--- src/rtl/img_pkg.sv ---
// Shared image geometry, dmem packing constants and streamer types.
// The capture FSM uses the same constants, so both sides agree on the memory layout.
package img_pkg;

    localparam int unsigned IMG_W          = 28;
    localparam int unsigned IMG_H          = 28;
    localparam int unsigned PXL_W          = 16;
    localparam int unsigned PXL_PER_WORD   = 16;
    localparam int unsigned WORD_W         = PXL_W * PXL_PER_WORD;
    localparam int unsigned PIXELS_PER_IMG = IMG_W * IMG_H;
    localparam int unsigned WORDS_PER_IMG  = (PIXELS_PER_IMG + PXL_PER_WORD - 1) / PXL_PER_WORD;
    localparam int unsigned DMEM_AW        = 7;
    localparam int unsigned CNT_W          = $clog2(PIXELS_PER_IMG);
    localparam int unsigned COORD_W        = $clog2(IMG_W > IMG_H ? IMG_W : IMG_H);
    localparam int unsigned RDIDX_W        = $clog2(WORDS_PER_IMG + 1);
    localparam int unsigned LANE_W         = $clog2(PXL_PER_WORD);

    typedef enum logic [1:0] {
        IDLE   = 2'd0,
        FETCH  = 2'd1,
        STREAM = 2'd2,
        DONE   = 2'd3
    } streamer_state_t;

    // One pixel beat on the output stream.
    typedef struct packed {
        logic [PXL_W-1:0] data;
        logic             sof;
        logic             eof;
        logic             sol;
        logic             eol;
    } pxl_beat_t;

endpackage

--- src/rtl/img_word_buf2.sv ---
// Two-entry ping-pong FIFO of dmem words feeding the pixel lane selector.
// A push and a pop on an empty buffer is a pass-through: the word is consumed directly.
module img_word_buf2
    import img_pkg::*;
(
    input  logic              pxlclk,
    input  logic              rst_n,
    input  logic              iPush,
    input  logic              iPop,
    input  logic              iFlush,
    input  logic [WORD_W-1:0] iData,
    output logic [WORD_W-1:0] oHead_c,
    output logic              oFull_c,
    output logic              oEmpty_c,
    output logic [1:0]        oCount
);

    logic [WORD_W-1:0] mem [2];
    logic              wrPtr;
    logic              rdPtr;
    logic              passThru_c;
    logic              doPush_c;
    logic              doPop_c;

    assign oEmpty_c   = (oCount == 2'd0);
    assign oFull_c    = (oCount == 2'd2);
    assign oHead_c    = mem[rdPtr];
    assign passThru_c = iPush && iPop && oEmpty_c;
    assign doPush_c   = iPush && (!oFull_c || iPop) && !passThru_c;
    assign doPop_c    = iPop && !oEmpty_c;

    always_ff @(posedge pxlclk or negedge rst_n) begin
        if (!rst_n) begin
            wrPtr  <= 1'b0;
            rdPtr  <= 1'b0;
            oCount <= 2'd0;
        end else if (iFlush) begin
            wrPtr  <= 1'b0;
            rdPtr  <= 1'b0;
            oCount <= 2'd0;
        end else begin
            if (doPush_c) wrPtr <= ~wrPtr;
            if (doPop_c)  rdPtr <= ~rdPtr;
            oCount <= oCount + 2'(doPush_c) - 2'(doPop_c);
        end
    end

    // Word storage carries no reset; occupancy alone decides what is valid.
    always_ff @(posedge pxlclk) begin
        if (doPush_c && !iFlush) mem[wrPtr] <= iData;
    end

endmodule

--- src/rtl/img_dmem_streamer.sv ---
// Reads a 28x28 image out of dmem (16 pixels per 256-bit word) and emits it as a
// raster-order valid/ready pixel stream with frame and line markers.
module img_dmem_streamer
    import img_pkg::*;
#(
    parameter logic [DMEM_AW-1:0] BASE_ADDR = '0
) (
    input  logic               pxlclk,
    input  logic               rst_n,
    input  logic               iStart,
    input  logic               iAbort,
    output logic               oDmem_rden,
    output logic [DMEM_AW-1:0] oDmem_addr,
    input  logic [WORD_W-1:0]  iDmem_data,
    output logic [PXL_W-1:0]   oPxl_data,
    output logic               oPxl_valid,
    input  logic               iPxl_ready,
    output logic               oPxl_sof,
    output logic               oPxl_eof,
    output logic               oPxl_sol,
    output logic               oPxl_eol,
    output logic               oBusy,
    output logic               oDone
);

    streamer_state_t state;
    logic [RDIDX_W-1:0] rdIdx;
    logic [CNT_W-1:0]   pxlCnt;
    logic [COORD_W-1:0] col;
    logic [COORD_W-1:0] row;
    logic               datValid;

    logic [WORD_W-1:0]  bufHead_c;
    logic               bufFull_c;
    logic               bufEmpty_c;
    logic [1:0]         bufCount;

    logic               active_c;
    logic               handshake_c;
    logic               srcAvail_c;
    logic [WORD_W-1:0]  srcWord_c;
    logic [PXL_PER_WORD-1:0][PXL_W-1:0] srcLanes_c;
    logic [LANE_W-1:0]  lane_c;
    logic               loadPxl_c;
    logic               popWord_c;
    logic               pushWord_c;
    logic               flushBuf_c;
    logic [2:0]         inFlight_c;
    logic               issueRd_c;
    pxl_beat_t          nextBeat_c;

    assign active_c    = (state == FETCH) || (state == STREAM);
    assign handshake_c = oPxl_valid && iPxl_ready;
    assign flushBuf_c  = iAbort && (state != IDLE);

    // A word arriving into an empty buffer is bypassed straight to the output register.
    assign srcAvail_c  = !bufEmpty_c || datValid;
    assign srcWord_c   = bufEmpty_c ? iDmem_data : bufHead_c;
    assign srcLanes_c  = srcWord_c;
    assign lane_c      = pxlCnt[LANE_W-1:0];

    assign loadPxl_c   = active_c && !iAbort && srcAvail_c
                      && (pxlCnt < CNT_W'(PIXELS_PER_IMG))
                      && (!oPxl_valid || iPxl_ready);
    assign popWord_c   = loadPxl_c && (lane_c == LANE_W'(PXL_PER_WORD - 1));
    assign pushWord_c  = active_c && !iAbort && datValid && (!bufFull_c || popWord_c);

    // Words held after this edge plus reads still in flight must never exceed two.
    assign inFlight_c  = 3'(bufCount) + 3'(datValid) + 3'(oDmem_rden) - 3'(popWord_c);
    assign issueRd_c   = active_c && !iAbort
                      && (rdIdx < RDIDX_W'(WORDS_PER_IMG))
                      && (inFlight_c < 3'd2);

    assign nextBeat_c.data = srcLanes_c[lane_c];
    assign nextBeat_c.sof  = (pxlCnt == CNT_W'(0));
    assign nextBeat_c.eof  = (pxlCnt == CNT_W'(PIXELS_PER_IMG - 1));
    assign nextBeat_c.sol  = (col == COORD_W'(0));
    assign nextBeat_c.eol  = (col == COORD_W'(IMG_W - 1));

    img_word_buf2 u_wordBuf (
        .pxlclk   (pxlclk),
        .rst_n    (rst_n),
        .iPush    (pushWord_c),
        .iPop     (popWord_c),
        .iFlush   (flushBuf_c),
        .iData    (iDmem_data),
        .oHead_c  (bufHead_c),
        .oFull_c  (bufFull_c),
        .oEmpty_c (bufEmpty_c),
        .oCount   (bufCount)
    );

    always_ff @(posedge pxlclk or negedge rst_n) begin
        if (!rst_n) begin
            state      <= IDLE;
            oBusy      <= 1'b0;
            oDone      <= 1'b0;
            oDmem_rden <= 1'b0;
            oDmem_addr <= BASE_ADDR;
            datValid   <= 1'b0;
            rdIdx      <= '0;
            pxlCnt     <= '0;
            col        <= '0;
            row        <= '0;
            oPxl_valid <= 1'b0;
            oPxl_data  <= '0;
            oPxl_sof   <= 1'b0;
            oPxl_eof   <= 1'b0;
            oPxl_sol   <= 1'b0;
            oPxl_eol   <= 1'b0;
        end else begin
            oDone <= 1'b0;
            unique case (state)
                IDLE: begin
                    oDmem_rden <= 1'b0;
                    datValid   <= 1'b0;
                    if (iStart && !iAbort) begin
                        state      <= FETCH;
                        oBusy      <= 1'b1;
                        oDmem_rden <= 1'b1;
                        oDmem_addr <= BASE_ADDR;
                        rdIdx      <= RDIDX_W'(1);
                        pxlCnt     <= '0;
                        col        <= '0;
                        row        <= '0;
                    end
                end

                FETCH, STREAM: begin
                    if (iAbort) begin
                        // Drop everything, including the read whose data is still on its way.
                        state      <= IDLE;
                        oBusy      <= 1'b0;
                        oDmem_rden <= 1'b0;
                        oDmem_addr <= BASE_ADDR;
                        datValid   <= 1'b0;
                        rdIdx      <= '0;
                        pxlCnt     <= '0;
                        col        <= '0;
                        row        <= '0;
                        oPxl_valid <= 1'b0;
                    end else begin
                        datValid   <= oDmem_rden;
                        oDmem_rden <= issueRd_c;
                        if (issueRd_c) begin
                            oDmem_addr <= BASE_ADDR + DMEM_AW'(rdIdx);
                            rdIdx      <= rdIdx + RDIDX_W'(1);
                        end
                        if ((state == FETCH) && datValid) state <= STREAM;

                        if (loadPxl_c) begin
                            oPxl_valid <= 1'b1;
                            oPxl_data  <= nextBeat_c.data;
                            oPxl_sof   <= nextBeat_c.sof;
                            oPxl_eof   <= nextBeat_c.eof;
                            oPxl_sol   <= nextBeat_c.sol;
                            oPxl_eol   <= nextBeat_c.eol;
                            pxlCnt     <= pxlCnt + CNT_W'(1);
                            if (col == COORD_W'(IMG_W - 1)) begin
                                col <= '0;
                                row <= (row == COORD_W'(IMG_H - 1)) ? '0 : row + COORD_W'(1);
                            end else begin
                                col <= col + COORD_W'(1);
                            end
                        end else if (handshake_c) begin
                            oPxl_valid <= 1'b0;
                        end

                        if (handshake_c && oPxl_eof) begin
                            state <= DONE;
                            oDone <= 1'b1;
                            oBusy <= 1'b0;
                        end
                    end
                end

                DONE: begin
                    state      <= IDLE;
                    oDmem_rden <= 1'b0;
                    datValid   <= 1'b0;
                    oPxl_valid <= 1'b0;
                end

                default: state <= IDLE;
            endcase
        end
    end

endmodule
--- config.mk ---
export PLATFORM = sky130hd
export DESIGN_NAME = img_dmem_streamer
export DESIGN_NICKNAME = d
export VERILOG_FILES = /design/src/rtl/img_pkg.sv /design/src/rtl/img_word_buf2.sv /design/src/rtl/img_dmem_streamer.sv
export SDC_FILE = /design/constraint.sdc
export NUM_CORES = 1
export LEC_CHECK = 0
export ABC_AREA = 0
export BUFFER_PORTS_ARGS = -buffer_cell sky130_fd_sc_hd__clkbuf_2
export CAP_MARGIN = 20
export CORE_MARGIN = 1
export CORE_UTILIZATION = 61
export CTS_BUF_LIST = sky130_fd_sc_hd__clkbuf_4
export CTS_CLUSTER_SIZE = 14
export DETAILED_ROUTE_END_ITERATION = 10
export PLACE_DENSITY = 0.88
export SLEW_MARGIN = 10
export SYNTH_ARGS = -nofsm -noshare
export SYNTH_HDL_FRONTEND = slang
export SYNTH_SLANG_ARGS = --single-unit
--- constraint.sdc ---
create_clock -name pxlclk -period 19.72 [get_ports pxlclk]
set_clock_uncertainty 0.1 [all_clocks]
set_input_delay 0 -clock pxlclk [delete_from_list [all_inputs] [get_ports pxlclk]]
set_output_delay 0 -clock pxlclk [all_outputs]
set_load 0.02 [all_outputs]
==> metrics.cfg, run 1 <==
[run_status]
status = aborted with a tool error
failing_step = clock tree synthesis (4_1_cts)
firstError = [ERROR RSZ-0060] Max buffer count reached.

[cts]
cts.sinks = 570
clk_path_buf_depth = 3
cts_root_buffer = clkbuf_4
cts_max_level = 4
hold_buffers = 506
cts_buffers = 143
cts_setup_buffers = 0
post_cts_resize_count = 0

[floorplanning]
chipWidth_um = 204
start_util_pct = 62.2
io_pins = 292
rows = 73
die_h_um = 204

[logic_synthesis]
synth-seq-cells = 570
synthFlopType = edfxtp_1
yosysTopAreaCellShare_pct = 61.8
synthArstFlopShare_pct = 10.2
seq_area_frac_synth_pct = 67.6
synth_enable_flop_cells = 512
synth_fp_nets = 1812
avgSynthCellArea_um2 = 16.2
yosysWarnings = 0
yosysUniqueCellTypes = 76
yosysTopAreaCell = edfxtp_1
synth_area_leaders = edfxtp_1 62%, mux4_2 9.0%, dfrtp_1 5.8%
netlist_area_um2 = 24900
syn_inst = 1537

[placed_design]
dp.cells = 2271
portBuffers = 290
routabilityCongestion = 0.881
placed_area_um2 = 26500
hpwl_um = 40700

[logic make-up after synthesis]
kind of cell             Yosys count  synth area share (%)
flip-flops                       570                  67.6
AO/OA/AOI/OAI                    307                  8.19
multiplexers                     250                  15.2
AND/OR/NAND/NOR                  250                  4.53
buffers and inverters            130                  3.16
XOR/XNOR                          15                 0.528
adder cells (fa/ha/maj)           14                 0.734
other                              1                0.0151
[stage by stage]
stage	hold slack (ns)	util [%]	setup slack, ns
detailed placement	0.109	66.3	13.59
global placement	0.102	66.3	13.83
floorplan	-0.396	-	5.75
[Yosys cell counts (all sizes together), types with 10 or more instances]
master and count:
edfxtp 512, mux2i 132, mux4 101, nand2 92
nor2 88, o21ai 87, buf 76, a21oi 61
dfrtp 58, clkbuf 28, a211oi 27, inv 25
a22oi 19, nor3 19, o211ai 19, mux2 17
ha 13, o221ai 12, o22ai 12, nand3 11
xnor2 10
==> run 2, diff against run 1 <==
--- a/config.mk
+++ b/config.mk
@@ -9,11 +9,9 @@
 export BUFFER_PORTS_ARGS = -buffer_cell sky130_fd_sc_hd__clkbuf_2
 export CAP_MARGIN = 20
 export CORE_MARGIN = 1
-export CORE_UTILIZATION = 61
-export CTS_BUF_LIST = sky130_fd_sc_hd__clkbuf_4
-export CTS_CLUSTER_SIZE = 14
+export CORE_UTILIZATION = 40
 export DETAILED_ROUTE_END_ITERATION = 10
-export PLACE_DENSITY = 0.88
+export PLACE_DENSITY_LB_ADDON = 0.15
 export SLEW_MARGIN = 10
 export SYNTH_ARGS = -nofsm -noshare
 export SYNTH_HDL_FRONTEND = slang
==> run 2 against run 1 <==
  * The run now ends clean
  * Synthesized cell count unchanged
  * Synthesized area unchanged
==> metrics.cfg, run 2 <==
[run_status]
status = complete, no violations

[worst_setup_path]
reg2reg_slack_ns = 14.53
cp-end-kind = flip-flop
startpoint_type = flip-flop
worstPathRequired_ns = 19.84
rr_worst_depth = 8
reg2reg_to = u_wordBuf.mem[0][39]
cp-startpoint = pxlCnt[0]
crit_type = flip-flop to flip-flop
cp.arrival_ns = 5.31
r2r_start = pxlCnt[0]
crit_path_max_fanout = 70

[cells_and_area]
largest_register_ffs = 512
syn2layout_area_growth_pct = 27.1
fillCellCount = 5235
top_register = u_wordBuf.mem
final_cell_mix = 512 x edfxtp_1, 289 x clkbuf_2, 261 x dlygate4sd3_1, 132 x mux2i_1, 99 x mux4_2
final_common_cell = edfxtp_1
fin_util_pct = 51.4
final_nets = 2351
top_regs = u_wordBuf.mem (512), oPxl_data (16), pxlCnt (10)
drive_above_1_share_pct = 25.5

[power]
p_leak_nw = 10.8
p_per_area_nw_per_um2 = 101
irDropWorstVdd_mv = 0.0542

[logic_synthesis]
netlist_area_um2 = 24900
synth_top_family_by_area = multiplexers
synth-seq-cells = 570
yosys-mux-area-fraction_pct = 15.2
synth_compound_area_share_pct = 8.19
syn_inst = 1537
post-synth-top-count-cell = edfxtp_1
synth_fa_ha_area_share_pct = 0.734
synthTopCellsByCount = 512 x edfxtp_1, 132 x mux2i_1, 99 x mux4_2
synthArstFlopShare_pct = 10.2
synth-xor-area-share_pct = 0.528
synth-simple-area-share_pct = 4.53
synth_area_leaders = edfxtp_1 62%, mux4_2 9.0%, dfrtp_1 5.8%
synth_enable_flop_cells = 512
yosysTopAreaCellShare_pct = 61.8
yosysUniqueCellTypes = 76
synth_fp_nets = 1812
avgSynthCellArea_um2 = 16.2
seq_area_frac_synth_pct = 67.6
synthFlopType = edfxtp_1
yosysWarnings = 0
yosysTopAreaCell = edfxtp_1

[floorplanning]
die_h_um = 251
start_util_pct = 40.4
dieArea_um2 = 63200
io_pins = 292
rows = 91
core_area_um2 = 61600
chipWidth_um = 251

[placed_design]
portBuffers = 290
hpwl_um = 44100
routabilityCongestion = 0.797

[sta]
setup_tns_ns = 0
hold_violations = 0
timing.final.crit_share_pct = 26.3
fin_crit_ns = 5.19
rsz0062_at_grt = false
drv_slew = 0
slew-limit-headroom_pct = 28.0
fmax_mhz = 193
tightestPinTransition_ns = 1.08
setup_viol = 0
hold_ws_ns = 0.0559

[cts]
cts_root_buffer = clkbuf_16
cts_buffers = 66
clk_path_buf_depth = 3
cts_setup_buffers = 0
path_clk_slew_ns = 0.06
cts_tree = yes
post_cts_resize_count = 0
clk_latency_ns = 0.60
cts_max_level = 3
cts.sinks = 570

[global_routing]
grt_max_degree = 125
grt_pass1_vias = 16700
grt_pass1_wl_um = 104000
overflow = 0
antenna_found_initial = 7
track_usage_pct = 22.0

[drt]
drt_pass1_iterations = 4
wl_per_cell_um = 23.3
routed-via-count = 15900
viasPerCell = 5.34
wl_um = 69200
drc = 0
drt_iter0_drc = 1164
drtAntennaViolNets = 0

[worst_hold_path]
hold_class = input pin to flip-flop
min_from = iDmem_data[176]
holdPathStages = 2
min_to = u_wordBuf.mem[1][176]

[run]
cap_violations = 0

[run 2: logic make-up after synthesis]
logic type               count (synthesis)
AO/OA/AOI/OAI                          307
AND/OR/NAND/NOR                        250
other                                    1
buffers and inverters                  130
XOR/XNOR                                15
multiplexers                           250
adder cells (fa/ha/maj)                 14
flip-flops                             570
[run 2: worst max path at each step]
stage                                  to  slack, ns  cells after the start
detailed placement   u_wordBuf.mem[0][39]      14.45                      8
floorplan             u_wordBuf.mem[0][0]       5.75                      8
finish               u_wordBuf.mem[0][39]      14.53                      8
global route         u_wordBuf.mem[0][39]      14.19                      8
CTS                 u_wordBuf.mem[0][203]      14.44                      8
global placement     u_wordBuf.mem[0][15]      14.53                      8
[run 2: layout make-up]
class,count,area (um2),area share (%)
Inverter,26,97.6,0.309
Antenna cell,3,7.51,0.0237
Clock inverter,26,180,0.570
Sequential cell,570,16800,53.2
Tap cell,837,1050,3.31
Clock buffer,92,1900,5.99
Timing Repair Buffer,575,4270,13.5
Multi-Input combinational cell,837,7300,23.1
[run 2: worst max-delay path, stage by stage (launching register included)]
cell,delay (ns)
dfrtp_4,0.82
ha_1,0.33
nand3_1,0.20
nor2_2,0.22
xnor2_1,0.10
a211oi_2,0.36
nor2b_4,0.87
buf_4,0.92
buf_4,0.80
[run 2: per-layer routing]
layer / track usage [%] / part of all wire, % / vias to the layer above
li1: - / - / 7217
met2: 35.7 / 48 / 488
met5: 0 / 0.055 / -
met1: 29.9 / 43 / 8040
met3: 4.30 / 6.1 / 102
met4: 7.20 / 2.4 / 6
[run 2: report_power, final]
group	total (mW)	switching, mW	internal, mW
Clock	1.18	0.482	0.697
Sequential	1.42	0.0429	1.38
Combinational	0.602	0.361	0.241
Total	3.20	0.886	2.31
[run 2: metrics by stage]
step	cells	area [um2]	power (mW)	worst slack, ns
after floorplan	1537	24900	1.81	5.75
after global placement	2583	26900	2.00	14.53
after detailed placement	2583	26900	2.00	14.45
after CTS	2962	31600	3.23	14.44
after global routing	2966	31600	3.33	14.19
final	2966	31600	3.20	14.53
[run 2: repair_timing]
| item | CTS | global route |
|---|---|---|
| hold buffers | 261 | 0 |
| endpoints found under the hold margin | 605 | 0 |
| setup endpoints to repair | 0 | 0 |
Note: power is estimated with default switching activity, not from simulation.
